<file path="src/rtl/countdown_timer.sv">
// -----------------------------------------------------------------------------
// countdown_timer
//   Down-counting mm:ss timer. A preset time is loaded and then decremented
//   once per second while running. When the count reaches 00:00 the timer
//   raises a one-cycle done pulse and holds the expired flag until the next
//   load. The mm/ss outputs use the same 6-bit binary format as the
//   elapsed-time stopwatch, so both can feed one display path.
//
// Parameters
//   TICKS_PER_SEC : clk cycles per one-second decrement (>= 2)
//
// Ports
//   clk     in   system clock, rising edge
//   rst     in   asynchronous active-high reset
//   load    in   capture mm_in/ss_in (ignored while running)
//   mm_in   in   [5:0] preset minutes, saturated to 59
//   ss_in   in   [5:0] preset seconds, saturated to 59
//   start   in   begin/resume counting from a non-zero time
//   pause   in   hold the count, keeping the partial second
//   mm      out  [5:0] current minutes
//   ss      out  [5:0] current seconds
//   running out  high while counting
//   done    out  one-cycle pulse on the edge the count reaches 00:00
//   expired out  high once the count has reached 00:00, until the next load
// -----------------------------------------------------------------------------
module countdown_timer #(
   parameter int TICKS_PER_SEC = 100_000_000
) (
   input  logic       clk,
   input  logic       rst,
   input  logic       load,
   input  logic [5:0] mm_in,
   input  logic [5:0] ss_in,
   input  logic       start,
   input  logic       pause,
   output logic [5:0] mm,
   output logic [5:0] ss,
   output logic       running,
   output logic       done,
   output logic       expired
);

   localparam int PW = $clog2(TICKS_PER_SEC);
   localparam logic [PW-1:0] PRESC_MAX = PW'(TICKS_PER_SEC - 1);
   localparam logic [PW-1:0] PRESC_ONE = PW'(1);

   typedef enum logic [1:0] {
      ST_IDLE  = 2'd0,
      ST_RUN   = 2'd1,
      ST_PAUSE = 2'd2,
      ST_DONE  = 2'd3
   } state_t;

   // Clamp a preset field to the legal 0..59 range.
   function automatic logic [5:0] sat59(input logic [5:0] v);
      if (v > 6'd59) begin
         return 6'd59;
      end else begin
         return v;
      end
   endfunction

   // One-second decrement of {mm,ss} with borrow; 00:00 stays 00:00.
   function automatic logic [11:0] dec_time(input logic [5:0] m, input logic [5:0] s);
      if (s != 6'd0) begin
         return {m, s - 6'd1};
      end else if (m != 6'd0) begin
         return {m - 6'd1, 6'd59};
      end else begin
         return {m, s};
      end
   endfunction

   state_t        state_r, state_s;
   logic [5:0]    mm_r, mm_s;
   logic [5:0]    ss_r, ss_s;
   logic [PW-1:0] presc_r, presc_s;
   logic          done_r, done_s;
   logic          running_r;
   logic          expired_r;
   logic [11:0]   dec_s;
   logic          nonzero_s;

   // Next-state, next-count and done-pulse logic.
   always_comb begin
      state_s   = state_r;
      mm_s      = mm_r;
      ss_s      = ss_r;
      presc_s   = presc_r;
      done_s    = 1'b0;
      dec_s     = dec_time(mm_r, ss_r);
      nonzero_s = ({mm_r, ss_r} != 12'd0);

      case (state_r)
         ST_IDLE, ST_PAUSE: begin
            if (load) begin
               mm_s    = sat59(mm_in);
               ss_s    = sat59(ss_in);
               presc_s = {PW{1'b0}};
               state_s = ST_IDLE;
            end else if (start && nonzero_s) begin
               // start beats a simultaneous pause, so PAUSE resumes here
               state_s = ST_RUN;
            end else begin
               state_s = state_r;
            end
         end
         ST_RUN: begin
            // load and a lone start are ignored while counting
            if (pause) begin
               state_s = ST_PAUSE;
            end else if (presc_r == PRESC_MAX) begin
               presc_s = {PW{1'b0}};
               mm_s    = dec_s[11:6];
               ss_s    = dec_s[5:0];
               if (dec_s == 12'd0) begin
                  state_s = ST_DONE;
                  done_s  = 1'b1;
               end else begin
                  state_s = ST_RUN;
               end
            end else begin
               presc_s = presc_r + PRESC_ONE;
            end
         end
         ST_DONE: begin
            if (load) begin
               mm_s    = sat59(mm_in);
               ss_s    = sat59(ss_in);
               presc_s = {PW{1'b0}};
               state_s = ST_IDLE;
            end else begin
               state_s = ST_DONE;
            end
         end
         default: begin
            state_s = ST_IDLE;
            mm_s    = 6'd0;
            ss_s    = 6'd0;
            presc_s = {PW{1'b0}};
         end
      endcase
   end

   // State, count and registered status flags.
   always_ff @(posedge clk or posedge rst) begin
      if (rst) begin
         state_r   <= ST_IDLE;
         mm_r      <= 6'd0;
         ss_r      <= 6'd0;
         presc_r   <= {PW{1'b0}};
         done_r    <= 1'b0;
         running_r <= 1'b0;
         expired_r <= 1'b0;
      end else begin
         state_r   <= state_s;
         mm_r      <= mm_s;
         ss_r      <= ss_s;
         presc_r   <= presc_s;
         done_r    <= done_s;
         running_r <= (state_s == ST_RUN);
         expired_r <= (state_s == ST_DONE);
      end
   end

   assign mm      = mm_r;
   assign ss      = ss_r;
   assign running = running_r;
   assign done    = done_r;
   assign expired = expired_r;

endmodule

</file>
<file path="config.mk">
export PLATFORM = sky130hd
export DESIGN_NAME = countdown_timer
export DESIGN_NICKNAME = d
export VERILOG_FILES = /design/src/rtl/countdown_timer.sv
export SDC_FILE = /design/constraint.sdc
export NUM_CORES = 1
export LEC_CHECK = 0
export BUFFER_PORTS_ARGS = -buffer_cell sky130_fd_sc_hd__buf_4
export CAP_MARGIN = 5
export CELL_PAD_IN_SITES_DETAIL_PLACEMENT = 1
export CELL_PAD_IN_SITES_GLOBAL_PLACEMENT = 1
export CORE_ASPECT_RATIO = 0.5
export CORE_MARGIN = 2
export CORE_UTILIZATION = 45
export CTS_CLUSTER_DIAMETER = 30
export CTS_CLUSTER_SIZE = 30
export DETAILED_ROUTE_END_ITERATION = 10
export PLACE_DENSITY_LB_ADDON = 0.1
export SETUP_SLACK_MARGIN = 0.02
export SLEW_MARGIN = 20
export SYNTH_ARGS = -nofsm -noshare
export SYNTH_HDL_FRONTEND = slang
export SYNTH_SLANG_ARGS = --single-unit
</file>
<file path="constraint.sdc">
create_clock -name clk -period 2.7 [get_ports clk]
set_clock_uncertainty 0.2 [all_clocks]
set_input_delay 0.405 -clock clk [delete_from_list [all_inputs] [get_ports clk]]
set_output_delay 0.405 -clock clk [all_outputs]
set_load 0.01 [all_outputs]
</file>
==> results of run 1 <==
cell usage in the layout (no fill, tap or decap), types with 3 or more instances in the layout:
cell type                   synthesis  layout
sky130_fd_sc_hd__inv_1             11       9
sky130_fd_sc_hd__and4_1             4       4
sky130_fd_sc_hd__buf_4              1      53
sky130_fd_sc_hd__o21a_1             4       4
sky130_fd_sc_hd__nand2_1           27      27
sky130_fd_sc_hd__o21ai_0           12      12
sky130_fd_sc_hd__nor2b_1            6       5
sky130_fd_sc_hd__nand3_1           10      10
sky130_fd_sc_hd__xnor2_1            9       9
sky130_fd_sc_hd__dfrtp_1           44      44
sky130_fd_sc_hd__and3_1             6       6
sky130_fd_sc_hd__ha_1               5       3
sky130_fd_sc_hd__nand4_1           14      14
sky130_fd_sc_hd__o211ai_1           3       3
sky130_fd_sc_hd__nand3b_1           4       4
sky130_fd_sc_hd__o31ai_1            7       7
sky130_fd_sc_hd__nor2_1            38      38
sky130_fd_sc_hd__nor3_1             6       6
sky130_fd_sc_hd__mux2i_1            3       3
sky130_fd_sc_hd__xor2_1            15      15
sky130_fd_sc_hd__and2_1             4       4
sky130_fd_sc_hd__a22oi_1            3       3
sky130_fd_sc_hd__a21oi_1            5       4
sky130_fd_sc_hd__clkbuf_16          0       5
worst reg2reg max path: cells and delay by family, from the launching register on:
| family | cells | cell delay (ns) |
|---|---|---|
| simple gates | 4 | 0.98 |
| compound gates | 2 | 0.33 |
| flops | 1 | 0.44 |
| fa+ha+maj | 1 | 0.22 |
| buf+inv | 2 | 0.32 |
cells by family after synthesis:
kind of cell | count (synthesis) | share of synthesized area (%)
xor+xnor | 24 | 7.68
mux | 3 | 1.10
simple gates | 140 | 28.3
compound gates | 59 | 15.2
buf+inv | 28 | 5.12
fa+ha+maj | 5 | 2.29
flops | 44 | 40.2
layout make-up:
cell class | count | share of cell area (%)
flip-flops and latches | 44 | 32.9
multi-input cells | 231 | 46.1
clock buffers | 5 | 3.74
repair buffers | 53 | 11.9
well taps | 77 | 2.88
inverters | 11 | 1.23
clock inverters | 3 | 1.27
through the flow:
step | cells | hold slack (ns) | cell area [um^2] | worst slack, ns | power, mW
floorplan | 303 | 0.271 | 2740 | 0.251 | 1.52
global placement | 415 | 0.293 | 3130 | 0.0690 | 1.88
detailed placement | 415 | 0.318 | 3130 | -0.0114 | 1.92
CTS | 423 | 0.00807 | 3300 | 0.0519 | 2.66
global route | 424 | 0.0328 | 3350 | -0.0179 | 2.86
finish | 424 | -0.0173 | 3350 | 0.146 | 2.69
sequential cells by signal (all words and copies together) (netlist names):
name and cells:
state_r 2, done 1, presc_r 27, mm 6
running 1, ss 6, expired 1
repair_timing:
action                                  in CTS  in global routing
resized for setup                            3                  8
pin swaps                                    0                  1
endpoints found under the hold margin        0                  0
endpoints found under the setup margin       2                  7
setup buffers                                0                  1
layer usage:
metal	global-route usage [%]	share of wire, %	routed length, um	vias up
met2	42.3	47	3670	44
li1	-	-	-	1175
met5	0	0	0	-
met1	33.2	48	3730	1230
met3	4.40	3.6	279	7
met4	5.40	0.86	67	0
power by group:
group	switching [mW]	internal [mW]	total [mW]
registers	0.168	0.757	0.925
logic	0.561	0.501	1.06
clock network	0.269	0.435	0.704
path summary, 6_finish.rpt:
kind	slack [ns]	cells past startpoint	endpoint	start
setup / recovery	0.15	9	expired	mm[0]
hold / removal	-0.02	2	mm[5]	rst
hold reg to reg	0.32	2	presc_r[1]	presc_r[1]
max in group asynchronous	1.69	3	ss[4]	rst
setup reg to reg	0.15	9	expired	mm[0]
min in group clk	0.10	2	done	pause
==> qor_table.md, run 1 <==
| Result | This run | Unit |
|:---|:---|:---|
| Floorplan die area | 6760 | um^2 |
| Clk_lat worst skew | 0.29 | ns |
| TritonCTS clock tree | yes | - |
| Final Slew Violations | 0 | - |
| Number of flip-flops and latches in the synthesized netlist | 44 | - |
| Worst setup path class | flip-flop to flip-flop | - |
| # H-tree levels | 2 | - |
| Fraction of layout cells with a size suffix above 1 | 23.1 | % |
| Multi-input combinational cell area | 1550 | um^2 |
| Class of the worst hold path | input pin to asynchronous set/reset pin | - |
| Clock transition at path regs | 0.07 | ns |
| Worst path buffer plus inverter count | 2 | - |
| Fraction of synthesized cell area taken by the top area cell type | 40.2 | % |
| Number of core rows | 20 | - |
| Violated checks | hold timing | - |
| Worst stage delay on the critical path | 0.44 | ns |
| Core ar. | 5980 | um^2 |
| Number of DRC violations after detailed routing | 0 | - |
| Global-route wire length before repair | 13000 | um |
| Maximum number of pins on one net before global-route repair | 22 | - |
| Layout Area Growth over Synthesis | 22.4 | % |
| Kind of end point of the critical path | flip-flop | - |
| Chip width | 114 | um |
| Pre-antenna DRT Iters | 4 | - |
| Outcome | finished with violations | - |
| Setup repair after global routing missed its margin | true | - |
| Most frequent cell after synthesis | sky130_fd_sc_hd__dfrtp_1 | - |
| Clock sink count | 44 | - |
| Remaining global-route overflow | 0 | - |
| Critical Path Slowest Stage Cell | sky130_fd_sc_hd__dfrtp_1 | - |
| Critical Path RT | 2.72 | ns |
| Gate count of the mapped netlist | 303 | - |
| Drt via density | 5.79 | - |
| Via count of the first global-routing pass | 2590 | - |
| Cells traversed along the worst timing path | inv_1, ha_2, nor4b_4, buf_4, nor4_1, nor4_2, o2111ai_1, or2_1, a21oi_2 | - |
| Leading cell types by total area after synthesis | sky130_fd_sc_hd__dfrtp_1 (40%), sky130_fd_sc_hd__nor2_1 (5.2%), sky130_fd_sc_hd__xor2_1 (4.8%) | - |
| Worst rel slew slack | 43.7 | % |
| Iter 0 DRT Violations | 127 | - |
| Number of buffers on the longest clock path | 2 | - |
| Power density relative to cell area | 804 | nW/um^2 |
| Final critical delay including setup and external delays | 2.55 | ns |
| Vias post-DR | 2456 | - |
| Fillers | 697 | - |
| Leading cell types by count after synthesis | sky130_fd_sc_hd__dfrtp_1 (44), sky130_fd_sc_hd__nor2_1 (38), sky130_fd_sc_hd__nand2_1 (27), sky130_fd_sc_hd__xor2_1 (15), sky130_fd_sc_hd__nand4_1 (14) | - |
| Post-detailed-placement half-perimeter wirelength | 5620 | um |
| Mean cell area of the mapped netlist | 9.03 | um^2 |
| Die boundary height | 59.1 | um |
| Fraction of registers with async set or reset after synthesis | 100 | % |
| Root Buffer Master | sky130_fd_sc_hd__clkbuf_16 | - |
| Number of max-cap violations | 0 | - |
| Library cell occupying the most area in the post-synthesis netlist | sky130_fd_sc_hd__dfrtp_1 | - |
| Final layout net count | 368 | - |
| Util after Layout | 56.0 | % |
| Initial standard-cell utilization of the core | 45.8 | % |
| Area occupied by registers | 1100 | um^2 |
| Sequential area share after synthesis | 40.2 | % |
| Boundary pin count | 32 | - |
| Post-synthesis net count | 325 | - |
| Post-route fraction of the period consumed by the critical path | 94.6 | % |
| Setup TNS | 0 | ns |
| Number of flops mapped to enable cells by yosys | 0 | - |
| Leakage power | 1.46 | nW |
| CP Launch Type | flip-flop | - |
| Final setup violation count | 0 | - |
| RD Place Congestion | 0.875 | - |
| Number of I/O port buffers | 31 | - |
| Antenna cell count | 0 | - |
| Hold bufs inserted after CTS | 0 | - |
| Antenna violation net count after detailed routing | 0 | - |
| Kind of cell adding the most delay to the critical path | simple AND/OR/NAND/NOR gates | - |
| Max Clk Rate | 392 | MHz |
| Count of distinct cell types in the synthesized netlist | 59 | - |
| Post-synth design cell area | 2740 | um^2 |
| Synthesis Warnings | 0 | - |
| WL per Instance | 18.3 | um |
| Crit path DAT | 2.58 | ns |
| Worst-margin pin slew | 0.840 | ns |
| GRT Total Usage | 24.6 | % |
| Dominant register cell in the synthesized netlist | sky130_fd_sc_hd__dfrtp_1 | - |
| Largest voltage drop on the vdd net | 253 | uV |
| Total wirelength of the detailed-routed design | 7750 | um |
| Number of antenna violations at the first check in global routing | 0 | - |
| Post-route worst hold slack | -0.0173 | ns |
| Count of endpoints failing hold in the final timing report | 19 | - |
| Clock buffers created by TritonCTS | 5 | - |
| Peak fanout along the critical path | 5 | - |
Power figures use the tool's default switching activity.
==> run 2: changes to the inputs <==
- ABC_CLOCK_PERIOD_IN_PS: not set -> 2700
- MAX_ROUTING_LAYER: not set -> met4
==> run 2 against run 1 <==
  * The run still ends with hold timing left
  * Setup slack gained 0.021 ns
  * Flip-flop and latch count is the same
  * Sequential share of layout area grew 0.074 points
  * Largest power group unchanged
==> qor_table.md, run 2 (same netlist as run 1, synthesis figures left out) <==
| Result | This run | Unit | Delta |
|:---|:---|:---|:---|
| Post-detailed-placement half-perimeter wirelength | 5620 | um | unchanged |
| Final critical delay including setup and external delays | 2.53 | ns | -0.0207 ns |
| P_int | 1.69 | mW | -0.19% |
| Final layout net count | 368 | - | unchanged |
| Maximum number of pins on one net before global-route repair | 22 | - | unchanged |
| Max Clk Rate | 395 | MHz | +0.82% |
| Peak fanout along the critical path | 6 | - | +1 |
| Pre-antenna DRT Iters | 4 | - | unchanged |
| Vias post-DR | 2448 | - | -0.33% |
| Most common cell after layout, fill and taps aside | sky130_fd_sc_hd__buf_4 | - |  |
| Combinational share of power | 39.2 | % | -0.3 points |
| Most flop-heavy register | presc_r | - |  |
| Crit path DAT | 2.56 | ns | -0.02 ns |
| Setup repair after global routing missed its margin | true | - |  |
| Startpoint of the worst-slack reg-to-reg timing path | ss[0] | - |  |
| Cells traversed along the worst timing path | inv_1, ha_4, nor2b_1, nand4_1, a2111oi_0, o2111ai_1, or2_1, a21oi_2 | - |  |
| Via count of the first global-routing pass | 2589 | - | -0.039% |
| Largest register FFs | 27 | - | unchanged |
| Worst stage delay on the critical path | 0.53 | ns | +0.09 ns |
| Number of max-cap violations | 0 | - | unchanged |
| Switching share of power | 37.0 | % | -0.12 points |
| Worst rel slew slack | 43.5 | % | -0.11 points |
| Iter 0 DRT Violations | 128 | - | +0.79% |
| Critical Path RT | 2.72 | ns | about the same |
| Power density relative to cell area | 802 | nW/um^2 | -0.16% |
| Boundary pin count | 32 | - | unchanged |
| Worst setup path class | flip-flop to flip-flop | - |  |
| Antenna violation net count after detailed routing | 0 | - | unchanged |
| RD Place Congestion | 0.889 | - | +1.7% |
| Area occupied by registers | 1100 | um^2 | unchanged |
| Number of DRC violations after detailed routing | 0 | - | unchanged |
| Clk_lat worst skew | 0.29 | ns | about the same |
| Number of antenna violations at the first check in global routing | 0 | - | unchanged |
| Die boundary height | 59.1 | um | unchanged |
| GRT Total Usage | 25.4 | % | +0.80 points |
| Critical Path Slowest Stage Cell | sky130_fd_sc_hd__a2111oi_0 | - |  |
| Count of endpoints failing hold in the final timing report | 19 | - | unchanged |
| Number of buffers on the longest clock path | 2 | - | unchanged |
| Largest voltage drop on the vdd net | 251 | uV | -0.57% |
| Worst-margin pin slew | 0.842 | ns | +0.00162 ns |
| Commonest cells after routing, fill and taps aside | sky130_fd_sc_hd__buf_4 (53), sky130_fd_sc_hd__dfrtp_1 (44), sky130_fd_sc_hd__nor2_1 (38) | - |  |
| Clock buffers created by TritonCTS | 5 | - | unchanged |
| Fraction of layout cells with a size suffix above 1 | 22.5 | % | -0.58 points |
| Fillers | 700 | - | +0.43% |
| Relative contribution of sequential cells to total power | 34.4 | % | about the same |
| Leakage power | 1.47 | nW | +0.11% |
| # H-tree levels | 2 | - | unchanged |
| Outcome | finished with violations | - |  |
| Clock sink count | 44 | - | unchanged |
| Class of the worst hold path | input pin to asynchronous set/reset pin | - |  |
| Antenna cell count | 0 | - | unchanged |
| Global-route wire length before repair | 13000 | um | +0.16% |
| WL per Instance | 18.1 | um | -0.88% |
| Setup slack of the most critical reg-to-reg path | 0.17 | ns | +0.02 ns |
| Length in cells of the worst reg-to-reg path | 8 | - | -1 |
| Net switching component of the power | 0.991 | mW | -0.71% |
| Clk network pwr share | 26.3 | % | about the same |
| Post-route fraction of the period consumed by the critical path | 93.8 | % | -0.77 points |
| Floorplan die area | 6760 | um^2 | unchanged |
| Total chip power | 2.68 | mW | -0.38% |
| Post-route worst hold slack | -0.0186 | ns | -0.00136 ns |
| Core ar. | 5980 | um^2 | unchanged |
| Violated checks | hold timing | - |  |
| Drt via density | 5.77 | - | -0.33% |
| TritonCTS clock tree | yes | - |  |
| Final setup violation count | 0 | - | unchanged |
| Fin area | 3340 | um^2 | -0.22% |
| Placed cell area | 3130 | um^2 | unchanged |
| Number of core rows | 20 | - | unchanged |
| Chip width | 114 | um | unchanged |
| Reg2reg end | expired | - |  |
| Total wirelength of the detailed-routed design | 7680 | um | -0.88% |
| Root Buffer Master | sky130_fd_sc_hd__clkbuf_16 | - |  |
| CP Launch Type | flip-flop | - |  |
| Number of I/O port buffers | 31 | - | unchanged |
| Multi-input combinational cell area | 1540 | um^2 | -0.49% |
| Kind of end point of the critical path | flip-flop | - |  |
| Hold bufs inserted after CTS | 0 | - | unchanged |
| Layout Area Growth over Synthesis | 22.1 | % |  |
| Remaining global-route overflow | 0 | - | unchanged |
| Final Slew Violations | 0 | - | unchanged |
| Initial standard-cell utilization of the core | 45.8 | % | unchanged |
| Clock transition at path regs | 0.07 | ns | about the same |
## run 2: cell counts in the layout (fill, tap and decap cells not counted)
Identical to the previous run, type by type.
## run 2: cell type report
| cell class | instances | share of cell area [%] |
|---|---|---|
| Clock buffer | 5 | 3.74 |
| Clock inverter | 3 | 1.27 |
| Inverter | 11 | 1.24 |
| Multi-Input combinational cell | 231 | 46.0 |
| Sequential cell | 44 | 32.9 |
| Tap cell | 77 | 2.88 |
| Timing Repair Buffer | 53 | 11.9 |
## run 2: worst max-delay path by stage
stage,from,to,cells past startpoint
after floorplan,ss[0],expired,8
after detailed placement,ss[1],expired,8
final,ss[0],expired,8
after global routing,ss[0],expired,8
after CTS,ss[1],expired,8
after global placement,ss[1],expired,8
## run 2: power by group through the flow
stage | clock network, mW | logic (mW) | registers [mW]
6_report | 0.706 | 1.05 | 0.923
5_1_grt | 0.738 | 1.17 | 0.943
4_1_cts | 0.718 | 1.02 | 0.921
3_5_place_dp | 0 | 0.992 | 0.932
3_3_place_gp | 0 | 0.958 | 0.924
2_1_floorplan | 0 | 0.611 | 0.908
## run 2: routing by layer
metal / share of wire, % / global-route usage (%) / up-vias / wire [um]
li1: - / - / 1174 / -
met1: 49 / 33.3 / 1221 / 3730
met2: 47 / 42.2 / 46 / 3610
met3: 3.6 / 4.40 / 7 / 277
met4: 0.89 / 5.40 / 0 / 68
met5: 0 / - / - / 0
## run 2: through the flow
stage | hold slack [ns] | instances | utilization [%] | worst slack (ns) | setup TNS [ns]
detailed placement | 0.318 | 415 | 52.3 | -0.0114 | -0.0114
global placement | 0.293 | 415 | 52.3 | 0.0690 | 0
finish | -0.0186 | 424 | 55.9 | 0.166 | 0
floorplan | 0.271 | 303 | - | 0.251 | 0
global route | 0.0328 | 424 | 55.9 | 0.0144 | 0
CTS | 0.00807 | 423 | 55.3 | 0.0519 | 0
## run 2: worst max-delay path, delay by kind of cell (launching register included)
family | cells | cell delay, ns
flops | 1 | 0.39
simple gates | 3 | 0.64
buf+inv | 1 | 0.16
compound gates | 3 | 0.87
fa+ha+maj | 1 | 0.19
## run 2: timing repair
item | 4_1_cts | 5_1_grt
buffers inserted | 0 | 1
pin swaps | 0 | 1
resized for setup | 3 | 6
setup endpoints to repair | 2 | 7
